--- config.mk ---
export PLATFORM = sky130hd
export DESIGN_NAME = fft_peak_finder_flat
export DESIGN_NICKNAME = d
export VERILOG_FILES = /design/src/rtl/fft_peak_finder_pkg.sv /design/src/rtl/fft_peak_finder_if.sv /design/src/rtl/fft_peak_finder_mag_sq.sv /design/src/rtl/fft_peak_finder.sv /design/src/flat_wrapper.sv
export SDC_FILE = /design/constraint.sdc
export NUM_CORES = 2
export LEC_CHECK = 0
export BUFFER_PORTS_ARGS = -buffer_cell sky130_fd_sc_hd__buf_2
export CAP_MARGIN = 20
export CORE_AREA = 2 2 325 247
export DETAILED_ROUTE_END_ITERATION = 8
export DIE_AREA = 0 0 327 249
export GPL_TIMING_DRIVEN = 1
export PLACE_DENSITY = 0.61
export SYNTH_ARGS = -nofsm -noshare
export SYNTH_HDL_FRONTEND = slang
export SYNTH_SLANG_ARGS = --single-unit
--- constraint.sdc ---
create_clock -name clk -period 8.13 [get_ports clk]
set_clock_uncertainty 0.05 [all_clocks]
set_input_delay 2.0325 -clock clk [delete_from_list [all_inputs] [get_ports clk]]
set_output_delay 2.0325 -clock clk [all_outputs]
set_load 0.02 [all_outputs]
--- src/rtl/fft_peak_finder_pkg.sv ---
// rtl/fft_peak_finder_pkg.sv - shared constants, FSM state and pipeline tag types for fft_peak_finder
package fft_peak_pkg;

  localparam int DATA_W  = 16;
  localparam int N_FFT   = 1024;
  localparam int MIN_BIN = 2;
  localparam int BIN_HZ  = 977;

  localparam int BIN_W  = $clog2(N_FFT);
  localparam int MAG_W  = 2 * DATA_W + 1;
  localparam int FREQ_W = BIN_W + 20;

  localparam logic [BIN_W-1:0] MIN_BIN_IDX = BIN_W'(MIN_BIN);
  localparam logic [BIN_W-1:0] HALF_IDX    = BIN_W'(N_FFT / 2);
  localparam logic [BIN_W-1:0] LAST_IDX    = BIN_W'(N_FFT - 1);

  typedef enum logic [1:0] {
    IDLE  = 2'd0,
    SCAN  = 2'd1,
    FLUSH = 2'd2
  } state_t;

  // Side-band travelling with each beat through the magnitude pipeline.
  typedef struct packed {
    logic             valid;
    logic             first;
    logic             last;
    logic [BIN_W-1:0] bin;
  } tag_t;

  // Positive half-spectrum with the DC region removed.
  function automatic logic is_candidate(input logic [BIN_W-1:0] bin);
    return (bin >= MIN_BIN_IDX) && (bin < HALF_IDX);
  endfunction

endpackage

--- src/rtl/fft_peak_finder_if.sv ---
// rtl/fft_peak_finder_if.sv - bin stream in / peak result out bundle; PEAK_FREQ_CALC_EN adds peak_freq
interface fft_peak_if;
  import fft_peak_pkg::*;

  logic signed [DATA_W-1:0] fft_re;
  logic signed [DATA_W-1:0] fft_im;
  logic                     fft_valid;
  logic                     fft_sop;
  logic                     fft_eop;

  logic [BIN_W-1:0]         peak_bin;
  logic [MAG_W-1:0]         peak_mag;
  logic                     peak_valid;
  logic                     fft_done;
  logic                     frame_err;
  logic                     busy;
`ifdef PEAK_FREQ_CALC_EN
  logic [FREQ_W-1:0]        peak_freq;
`endif

  modport master (
    output fft_re, fft_im, fft_valid, fft_sop, fft_eop,
    input  peak_bin, peak_mag, peak_valid, fft_done, frame_err, busy
`ifdef PEAK_FREQ_CALC_EN
    , input peak_freq
`endif
  );

  modport slave (
    input  fft_re, fft_im, fft_valid, fft_sop, fft_eop,
    output peak_bin, peak_mag, peak_valid, fft_done, frame_err, busy
`ifdef PEAK_FREQ_CALC_EN
    , output peak_freq
`endif
  );

endinterface

--- src/rtl/fft_peak_finder_mag_sq.sv ---
// rtl/fft_peak_finder_mag_sq.sv - two-stage re^2+im^2 pipeline carrying a per-beat valid/bin tag
module fft_mag_sq
  import fft_peak_pkg::*;
(
  input  logic                     clk,
  input  logic                     reset_n,
  input  logic signed [DATA_W-1:0] re_i,
  input  logic signed [DATA_W-1:0] im_i,
  input  tag_t                     tag_i,
  output logic [MAG_W-1:0]         mag_o,
  output tag_t                     tag_o
);

  logic signed [2*DATA_W-1:0] re_ext;
  logic signed [2*DATA_W-1:0] im_ext;
  logic signed [2*DATA_W-1:0] re_sq_q;
  logic signed [2*DATA_W-1:0] im_sq_q;
  tag_t                       tag1_q;
  logic [MAG_W-1:0]           mag_q;
  tag_t                       tag2_q;

  // Sign-extend first so the product is taken at full width.
  assign re_ext = (2*DATA_W)'(re_i);
  assign im_ext = (2*DATA_W)'(im_i);

  // P1: square each component; squares are never negative.
  always_ff @(posedge clk or negedge reset_n) begin
    if (!reset_n) begin
      re_sq_q <= '0;
      im_sq_q <= '0;
      tag1_q  <= '0;
    end else begin
      re_sq_q <= re_ext * re_ext;
      im_sq_q <= im_ext * im_ext;
      tag1_q  <= tag_i;
    end
  end

  // P2: sum the squares with one guard bit so (-2^15)^2 * 2 cannot wrap.
  always_ff @(posedge clk or negedge reset_n) begin
    if (!reset_n) begin
      mag_q  <= '0;
      tag2_q <= '0;
    end else begin
      mag_q  <= {1'b0, re_sq_q} + {1'b0, im_sq_q};
      tag2_q <= tag1_q;
    end
  end

  assign mag_o = mag_q;
  assign tag_o = tag2_q;

endmodule

--- src/rtl/fft_peak_finder.sv ---
// rtl/fft_peak_finder.sv - peak-magnitude bin search over one FFT frame; PEAK_FREQ_CALC_EN adds peak_freq stage
module fft_peak_finder
  import fft_peak_pkg::*;
(
  input logic       clk,
  input logic       reset_n,
  fft_peak_if.slave bus
);

  state_t           state_q, state_d;
  logic [BIN_W-1:0] cnt_q, cnt_d;
  tag_t             tag_in;
  logic             err_d, err_q;

  logic [MAG_W-1:0] mag_p2;
  tag_t             tag_p2;

  logic [MAG_W-1:0] max_q, max_d, base_max;
  logic [BIN_W-1:0] arg_q, arg_d, base_arg;
  logic             res_now;
  logic             out_load;

  logic [BIN_W-1:0] peak_bin_q;
  logic [MAG_W-1:0] peak_mag_q;
  logic             peak_valid_q;

  fft_mag_sq u_mag_sq (
    .clk     (clk),
    .reset_n (reset_n),
    .re_i    (bus.fft_re),
    .im_i    (bus.fft_im),
    .tag_i   (tag_in),
    .mag_o   (mag_p2),
    .tag_o   (tag_p2)
  );

  // FSM and bin counter registers.
  always_ff @(posedge clk or negedge reset_n) begin
    if (!reset_n) begin
      state_q <= IDLE;
      cnt_q   <= '0;
      err_q   <= 1'b0;
    end else begin
      state_q <= state_d;
      cnt_q   <= cnt_d;
      err_q   <= err_d;
    end
  end

  // Frame framing: tag accepted beats, detect malformed frames, track drain.
  always_comb begin
    state_d = state_q;
    cnt_d   = cnt_q;
    tag_in  = '0;
    err_d   = 1'b0;
    case (state_q)
      IDLE: begin
        if (bus.fft_valid && bus.fft_sop) begin
          if (bus.fft_eop) begin
            err_d = 1'b1;
          end else begin
            state_d      = SCAN;
            cnt_d        = BIN_W'(1);
            tag_in.valid = 1'b1;
            tag_in.first = 1'b1;
          end
        end
      end
      SCAN: begin
        if (bus.fft_valid) begin
          if (bus.fft_sop) begin
            // Abandon the running frame; this beat restarts as bin 0.
            err_d = 1'b1;
            if (bus.fft_eop) begin
              state_d = IDLE;
              cnt_d   = '0;
            end else begin
              cnt_d        = BIN_W'(1);
              tag_in.valid = 1'b1;
              tag_in.first = 1'b1;
            end
          end else if (bus.fft_eop) begin
            if (cnt_q == LAST_IDX) begin
              state_d      = FLUSH;
              cnt_d        = '0;
              tag_in.valid = 1'b1;
              tag_in.last  = 1'b1;
              tag_in.bin   = cnt_q;
            end else begin
              err_d   = 1'b1;
              state_d = IDLE;
              cnt_d   = '0;
            end
          end else if (cnt_q == LAST_IDX) begin
            err_d   = 1'b1;
            state_d = IDLE;
            cnt_d   = '0;
          end else begin
            cnt_d        = cnt_q + 1'b1;
            tag_in.valid = 1'b1;
            tag_in.bin   = cnt_q;
          end
        end
      end
      FLUSH: begin
        if (out_load) begin
          state_d = IDLE;
        end
        // A new frame may start while the previous result is still in flight.
        if (bus.fft_valid && bus.fft_sop) begin
          if (bus.fft_eop) begin
            err_d = 1'b1;
          end else begin
            state_d      = SCAN;
            cnt_d        = BIN_W'(1);
            tag_in.valid = 1'b1;
            tag_in.first = 1'b1;
          end
        end
      end
      default: begin
        state_d = IDLE;
      end
    endcase
  end

  // P3 compare: first beat clears the running max, strict > keeps the lowest bin on ties.
  always_comb begin
    base_max = tag_p2.first ? '0 : max_q;
    base_arg = tag_p2.first ? MIN_BIN_IDX : arg_q;
    max_d    = max_q;
    arg_d    = arg_q;
    if (tag_p2.valid) begin
      max_d = base_max;
      arg_d = base_arg;
      if (is_candidate(tag_p2.bin) && (mag_p2 > base_max)) begin
        max_d = mag_p2;
        arg_d = tag_p2.bin;
      end
    end
  end

  assign res_now = tag_p2.valid & tag_p2.last;

  // P3 running max registers.
  always_ff @(posedge clk or negedge reset_n) begin
    if (!reset_n) begin
      max_q <= '0;
      arg_q <= '0;
    end else begin
      max_q <= max_d;
      arg_q <= arg_d;
    end
  end

`ifdef PEAK_FREQ_CALC_EN
  logic [BIN_W-1:0]  res_bin_q;
  logic [MAG_W-1:0]  res_mag_q;
  logic              res_v_q;
  logic [FREQ_W-1:0] peak_freq_q;

  // Closing P3 result waits one stage so the Hz multiply gets its own cycle.
  always_ff @(posedge clk or negedge reset_n) begin
    if (!reset_n) begin
      res_v_q   <= 1'b0;
      res_bin_q <= '0;
      res_mag_q <= '0;
    end else begin
      res_v_q <= res_now;
      if (res_now) begin
        res_bin_q <= arg_d;
        res_mag_q <= max_d;
      end
    end
  end

  assign out_load = res_v_q;

  // Output registers: held until the next result.
  always_ff @(posedge clk or negedge reset_n) begin
    if (!reset_n) begin
      peak_valid_q <= 1'b0;
      peak_bin_q   <= '0;
      peak_mag_q   <= '0;
      peak_freq_q  <= '0;
    end else begin
      peak_valid_q <= out_load;
      if (out_load) begin
        peak_bin_q  <= res_bin_q;
        peak_mag_q  <= res_mag_q;
        peak_freq_q <= FREQ_W'(res_bin_q) * FREQ_W'(BIN_HZ);
      end
    end
  end

  assign bus.peak_freq = peak_freq_q;
`else
  assign out_load = res_now;

  // Output registers: held until the next result.
  always_ff @(posedge clk or negedge reset_n) begin
    if (!reset_n) begin
      peak_valid_q <= 1'b0;
      peak_bin_q   <= '0;
      peak_mag_q   <= '0;
    end else begin
      peak_valid_q <= out_load;
      if (out_load) begin
        peak_bin_q <= arg_d;
        peak_mag_q <= max_d;
      end
    end
  end
`endif

  assign bus.peak_bin   = peak_bin_q;
  assign bus.peak_mag   = peak_mag_q;
  assign bus.peak_valid = peak_valid_q;
  assign bus.fft_done   = peak_valid_q;
  assign bus.frame_err  = err_q;
  assign bus.busy       = (state_q != IDLE);

endmodule

--- src/flat_wrapper.sv ---
// flat-port wrapper written by rule: the top's interface ports become plain ports
module fft_peak_finder_flat import fft_peak_pkg::*;
  (clk, reset_n, bus_fft_re, bus_fft_im, bus_fft_valid, bus_fft_sop, bus_fft_eop, bus_peak_bin, bus_peak_mag, bus_peak_valid, bus_fft_done, bus_frame_err, bus_busy);
  fft_peak_if bus_i ();
  input logic clk;
  input logic reset_n;
  input wire logic [$bits(bus_i.fft_re)-1:0] bus_fft_re;
  input wire logic [$bits(bus_i.fft_im)-1:0] bus_fft_im;
  input wire logic [$bits(bus_i.fft_valid)-1:0] bus_fft_valid;
  input wire logic [$bits(bus_i.fft_sop)-1:0] bus_fft_sop;
  input wire logic [$bits(bus_i.fft_eop)-1:0] bus_fft_eop;
  output wire logic [$bits(bus_i.peak_bin)-1:0] bus_peak_bin;
  output wire logic [$bits(bus_i.peak_mag)-1:0] bus_peak_mag;
  output wire logic [$bits(bus_i.peak_valid)-1:0] bus_peak_valid;
  output wire logic [$bits(bus_i.fft_done)-1:0] bus_fft_done;
  output wire logic [$bits(bus_i.frame_err)-1:0] bus_frame_err;
  output wire logic [$bits(bus_i.busy)-1:0] bus_busy;
  assign bus_i.fft_re = bus_fft_re;
  assign bus_i.fft_im = bus_fft_im;
  assign bus_i.fft_valid = bus_fft_valid;
  assign bus_i.fft_sop = bus_fft_sop;
  assign bus_i.fft_eop = bus_fft_eop;
  assign bus_peak_bin = bus_i.peak_bin;
  assign bus_peak_mag = bus_i.peak_mag;
  assign bus_peak_valid = bus_i.peak_valid;
  assign bus_fft_done = bus_i.fft_done;
  assign bus_frame_err = bus_i.frame_err;
  assign bus_busy = bus_i.busy;
  fft_peak_finder u_core (.clk(clk), .reset_n(reset_n), .bus(bus_i));
endmodule
== After elaboration in Yosys (flattened, before gate mapping) ==
Index checks and enable logic that the tools add are counted.

* Bits of input ports: 37
* Register bits: 223
* Output and inout port bits: 47

* Equality and inequality tests: 10
* $add $sub $neg: 2
* Reduce and logical (&&, ||, !) cells: 9
* Multiply operators: 2
* Bitwise operators: 1
* Order comparisons: 3
* Muxes and demuxes: 47

{| class="wikitable"
|+ Operators with widths
! operator !! count
|-
| $mux W10 || 11
|-
| $mux W33 || 3
|-
| $mul A16 B16 Y32 || 2
|-
| $add A32 B32 Y33 || 1
|-
| $gt A33 B33 Y1 || 1
|-
| $mux W11 || 3
|-
| $mux W2 || 13
|-
| $pmux W10 S2 || 1
|-
| $mux W13 || 1
|-
| $mux W1 || 12
|-
| $add A10 B1 Y10 const B || 1
|-
| $eq A10 B10 Y1 const B || 1
|-
| $ge A10 B2 Y1 const B || 1
|-
| $lt A10 B10 Y1 const B || 1
|-
| $ne A2 B2 Y1 const B || 3
|-
| $pmux W2 S3 || 1
|-
| $reduce_and A5 Y1 || 1
|-
| $ne A2 B1 Y1 const B || 2
|-
| $pmux W2 S2 || 1
|-
| $reduce_and A4 Y1 || 1
|-
| $reduce_bool A2 Y1 || 2
|-
| $logic_and A1 B1 Y1 || 3
|-
| $ne A3 B2 Y1 const B || 1
|-
| $ne A3 B3 Y1 const B || 1
|-
| other kinds (6) || 6
|}

== Logic depth before layout (Yosys ltp) ==
* Depth in word-level cells: 6
* Mapped depth: 25
* Gate-level depth less buffers: 24

== Cells and area by module ==
From an unflattened synthesis, not the netlist that was laid out.

* Cell total of the unflattened synthesis: 2,783
* Area total of the unflattened synthesis: 27,558.9 um2

{| class="wikitable"
|+ By module, submodules not included
! module !! times used !! cells each !! area each (um2) !! seq. area each (um2)
|-
| fft_mag_sq || 1 || 2,219 || 21,989.8 || 3,027.9
|-
| fft_peak_finder || 1 || 564 || 5,569.1 || 2,502.4
|}

== Worst setup path before layout ==
Ideal clock, no wire load.

* Kind: input to register
* Start point: input port bus_fft_re[2]
* End point: register u_core.u_mag_sq.re_sq_q[29]
* Slack: 99 ps
* Arrival: 7,858 ps
* Path buffers: 2
* Stages on the path: 21
* Data required time: 7,957 ps
* Path through: clkbuf_1 clkbuf_1 nand2_1 fa_1 fa_1 fa_1 inv_1 fa_1 fa_1 inv_1 fa_1 inv_1 ha_1 nand4_2 or4_4 a2111oi_4 and4b_1 or3_1 nand2_1 a21oi_1 xnor2_1

* Cells in the longest elaborated chain, start to end: 1

{| class="wikitable"
|+ RTL lines
! item !! RTL line !! source
|-
| from (decl) || flat_wrapper.sv:7 || <nowiki>input wire logic [$bits(bus_i.fft_re)-1:0] bus_fft_re;</nowiki>
|-
| $mul A16 B16 Y32 || fft_peak_finder_mag_sq.sv:33 || <nowiki>re_sq_q <= re_ext * re_ext;</nowiki>
|-
| to (signal assigned) || fft_peak_finder_mag_sq.sv:33 ||
|-
| to (decl) || fft_peak_finder_mag_sq.sv:16 || <nowiki>logic signed [2*DATA_W-1:0] re_sq_q;</nowiki>
|}

Every way passes these cells.
A chain may end at the register's enable or synchronous reset.

== Final worst setup path ==
* Start point: input port bus_fft_re[3]
* End point: register u_core.u_mag_sq.re_sq_q[30]

The elaborated chain is that of the path after synthesis.

==> summary.md <==
| Metric | Value |
|---|---|
| Status | completed |
| Synth Area in Simple Gates | 0.102 |
| Yosys top cell by area | fa_1 |
| CTS Root Buffer Type | clkbuf_16 |
| CTS resizes | 0 |
| Sink Count | 221 |
| Cts hold-fix bufs | 0 |
| CTS clk-pin slew, worst paths | about 60 ps |
| Yosys cell types | 65 |
| Port Buffers | 83 |
| Worst-margin pin slew | slightly below 1000 ps |
| Fmax | about 130 MHz |
| Synthesized instance count | between 2,000 and 3,000 |
| Cell-by-cell trace of the critical path | buf_2 -> inv_1 -> nor2_1 -> ha_1 -> xor2_1 -> fa_1 -> fa_1 -> inv_1 -> fa_1 -> fa_1 -> inv_1 -> fa_1 -> inv_1 -> ha_1 -> a21o_1 -> a21o_1 -> a2111oi_0 -> o21ai_1 -> a31oi_1 -> o21ai_1 -> o41ai_2 -> nand3_1 -> o311ai_0 |
| Arrival @ worst endpoint | roughly 7900 ps |
| Nets | 3,642 |
| Post-synth EDFFs | 0 |
| Crit Reg-Reg Startpoint | u_core.u_mag_sq.tag_o[11] |
| Crit-path slowest cell | fa_1 |
| Antenna diode count | 0 |
| Antenna violations before repair | 1 |
| Post-synthesis mux area share | 0.00148 |
| CTS Buffer Depth | 3 |
| IO Count | 84 |
| Setup tns final | 0 ps |
| GR Util met2 | 0.233 |
| Met3 Use GR | 0.0182 |
| DR iter-0 viols | approximately 960 |
| WP buf/inv | 5 |
| Post-synthesis compound-gate area fraction | 0.0974 |
| Worst Path Required | approximately 8500 ps |
| Crit Path Class | primary input to flip-flop |
| HP Class | flip-flop to flip-flop |
| Synth top area share | 0.345 |
| Syn nets | ~3,500 |
| Area grow syn2layout | 11.9% |
| Largest net degree at the start of global routing | 119 |
| Final WS setup | between 500 and 600 ps |
| Final setup vio count | 0 |
| Area contributors post-synth | fa_1 34%, dfrtp_1 20%, ha_1 11%, inv_1 9.1%, nand2_1 3.2% |
| Final WL | approximately 60,000 µm |
| CP max FO | 10 |
| DRC | 0 |
| Cell depth of the worst hold path | 0 |
| Via count | 18,435 |
| Met1 GRT Util | 0.227 |
| Flops & latches, synth | between 200 and 250 |
| Gr busiest metal | met2 |
| Slew margin rel. | 0.350 |
| Hold EP | u_core.u_mag_sq.tag_o[0] |
| Fillers | roughly 7,700 |
| Routed len/inst | 14.8 µm |
| Max stage delay on crit path | 510 ps |
| Share of cells above drive strength 1 | 0.0947 |
| Number of global-route vias before repair | 19,340 |
| Flop2flop setup slack | between 3000 and 4000 ps |
| Critical Path Source | bus_fft_re[3] |
| Most used cell, CP | fa_1 |
| Crit. End Element | flip-flop |
| Die area | a little over 80,000 µm² |
| Final RePlAce weighted congestion | 0.859 |
| Period minus WS final | about 7500 ps |
| Primary FF master, synth | dfrtp_1 |
| FF-to-FF End | u_core.arg_q[1] |
| Worst reg2reg path depth | 12 |
| DP Area | between 20,000 and 30,000 µm² |
| Max-slew violations | 0 |
| Final worst-path cycle share | 0.927 |
| Seq/Total Area, Yosys | 0.204 |
| Total Routing Usage GR | 0.149 |
| Core Region | 78,100 µm² |
| Post-CTS Setup Inserts | 0 |
| # H-tree levels | 1 |
| Unrepaired setup endpoints after global routing | no |
| Final Hold Viols | 0 |
| Hpwl dp | roughly 49,000 µm |
| Post-Synth Adder-Cell Area | 0.455 |
| Worst path top cell family by delay | adder cells |
| Hold path startpoint | u_core.u_mag_sq.tag1_q[0] |
| Post-synthesis instance area | about 27,000 µm² |
| Pre-CTS setup slack | roughly 84 ps |
| Largest family of logic cells by synthesized area | adder cells |
| DR vias/cell | between 4 and 5 |
| Avg Cell Area, Syn | ~9.8 µm² |
| Antenna Nets Post-Route | 0 |
| Synth Area in XOR/XNOR | 0.0355 |
| CTS tree | yes |
| Synth warn | 0 |
| CTS buffer count | 24 |
| CP startpoint kind | primary input |
| Number of core rows | just under 90 |
| Die Y-Extent | roughly 250 µm |
| Cell area after layout | approximately 30,000 µm² |
| Die Wd | around 330 µm |
| Grt ovf | 0 |
| Initial Utilization | 0.348 |
| Async set-or-reset flop fraction in the synthesized netlist | 1.00 |
| Drt pass-1 iters | 5 |
| Global-route wire length before repair | around 100,000 µm |
| Total of max-cap violations | 0 |
| Clk_lat worst skew | about 520 ps |
area by class of cell:
| type | instances | area [µm²] | area share |
|---|---|---|---|
| clock inverter | 12 | 218 | 0.00717 |
| tap | 1046 | 1310 | 0.0431 |
| sequential | 221 | 5530 | 0.182 |
| timing repair buffer | 207 | 1370 | 0.0452 |
| clock buffer | 32 | 681 | 0.0224 |
| inverter | 659 | 2470 | 0.0815 |
| multi-input combinational | 1785 | 18800 | 0.618 |
worst max path at each step:
stage | end | slack [ps] | cells past startpoint
final | u_core.u_mag_sq.re_sq_q[30] | 600 | 23
after global routing | u_core.u_mag_sq.re_sq_q[30] | 260 | 23
after CTS | u_core.u_mag_sq.re_sq_q[30] | 610 | 23
after detailed placement | u_core.u_mag_sq.re_sq_q[30] | 80 | 22
after global placement | u_core.u_mag_sq.re_sq_q[29] | 110 | 23
after floorplan | u_core.u_mag_sq.re_sq_q[29] | 100 | 21
cells in the mapped netlist (6+ instances only):
master and count:
inv_1 659, fa_1 467, ha_1 240, nand2_1 228
dfrtp_1 221, nor2_1 107, and2_1 91, a21oi_1 79
clkbuf_1 78, o21ai_0 78, xnor2_1 73, nand2b_1 49
a22oi_1 41, a21o_1 39, xor2_1 37, a32o_1 32
o21a_1 17, and3_1 16, nand3_1 16, nor2b_1 16
nor3_1 13, o21ai_1 13, a31o_2 11, a211oi_1 10
a22o_1 10, buf_2 10, nand4_1 10, a31oi_1 9
o21bai_1 9, or2_2 7, nor4_1 6, or3_1 6
flip-flops by register name, summed over array words and instances (netlist names):
register,count
u_core.bus.frame_err,1
u_core.u_mag_sq.mag_o,33
u_core.cnt_q,10
u_core.u_mag_sq.im_sq_q,31
u_core.max_q,33
u_core.state_q,2
u_core.u_mag_sq.tag1_q,13
u_core.bus.peak_mag,33
u_core.arg_q,10
u_core.bus.fft_done,1
u_core.u_mag_sq.re_sq_q,31
u_core.bus.peak_bin,10
u_core.u_mag_sq.tag_o,13
cells in the final DEF, fill, tap and decap left out, types with 79 or more instances in the layout:
cell	count
inv_1	659
fa_1	467
ha_1	240
nand2_1	227
dfrtp_1	221
buf_4	122
nor2_1	107
and2_1	91
buf_2	82
a21oi_1	79
through the flow:
step / util / cells / hold slack [ps]
after floorplan: - / 2755 / 281
after global placement: 0.377 / 3917 / 283
after detailed placement: 0.377 / 3918 / 285
after CTS: 0.389 / 3962 / 294
after global routing: 0.389 / 3962 / 310
final: 0.389 / 3962 / 295
per-layer routing:
metal	up-vias	part of all wire
met1	9243	0.50
met5	-	0.00020
met4	2	0.011
li1	8822	-
met2	322	0.45
met3	46	0.042
worst reg2reg max path: stages, from the launching register on:
cell and delay [ps]:
dfrtp_1 740, nand2b_1 330, ha_1 310, nand4_1 130, nor4_1 540, nand4_1 150
o21ai_1 220, nor2_1 70, o31a_1 120, or2_2 320, o21ai_2 500, buf_4 470
a22oi_1 140
logic make-up (layout without fill, tap and decap cells):
family / count (synthesis) / in the layout
AOI/OAI and AO/OA: 386 / 386
xor gates and xnor gates: 110 / 110
adders and majority gates: 707 / 707
buffers and inverters: 749 / 910
DFF: 221 / 221
muxes: 4 / 4
and+or+nand+nor: 578 / 578
Power is left out: the tool's default activity adds up to more than one toggle a clock period on the data nets, which glitch-free logic cannot reach.
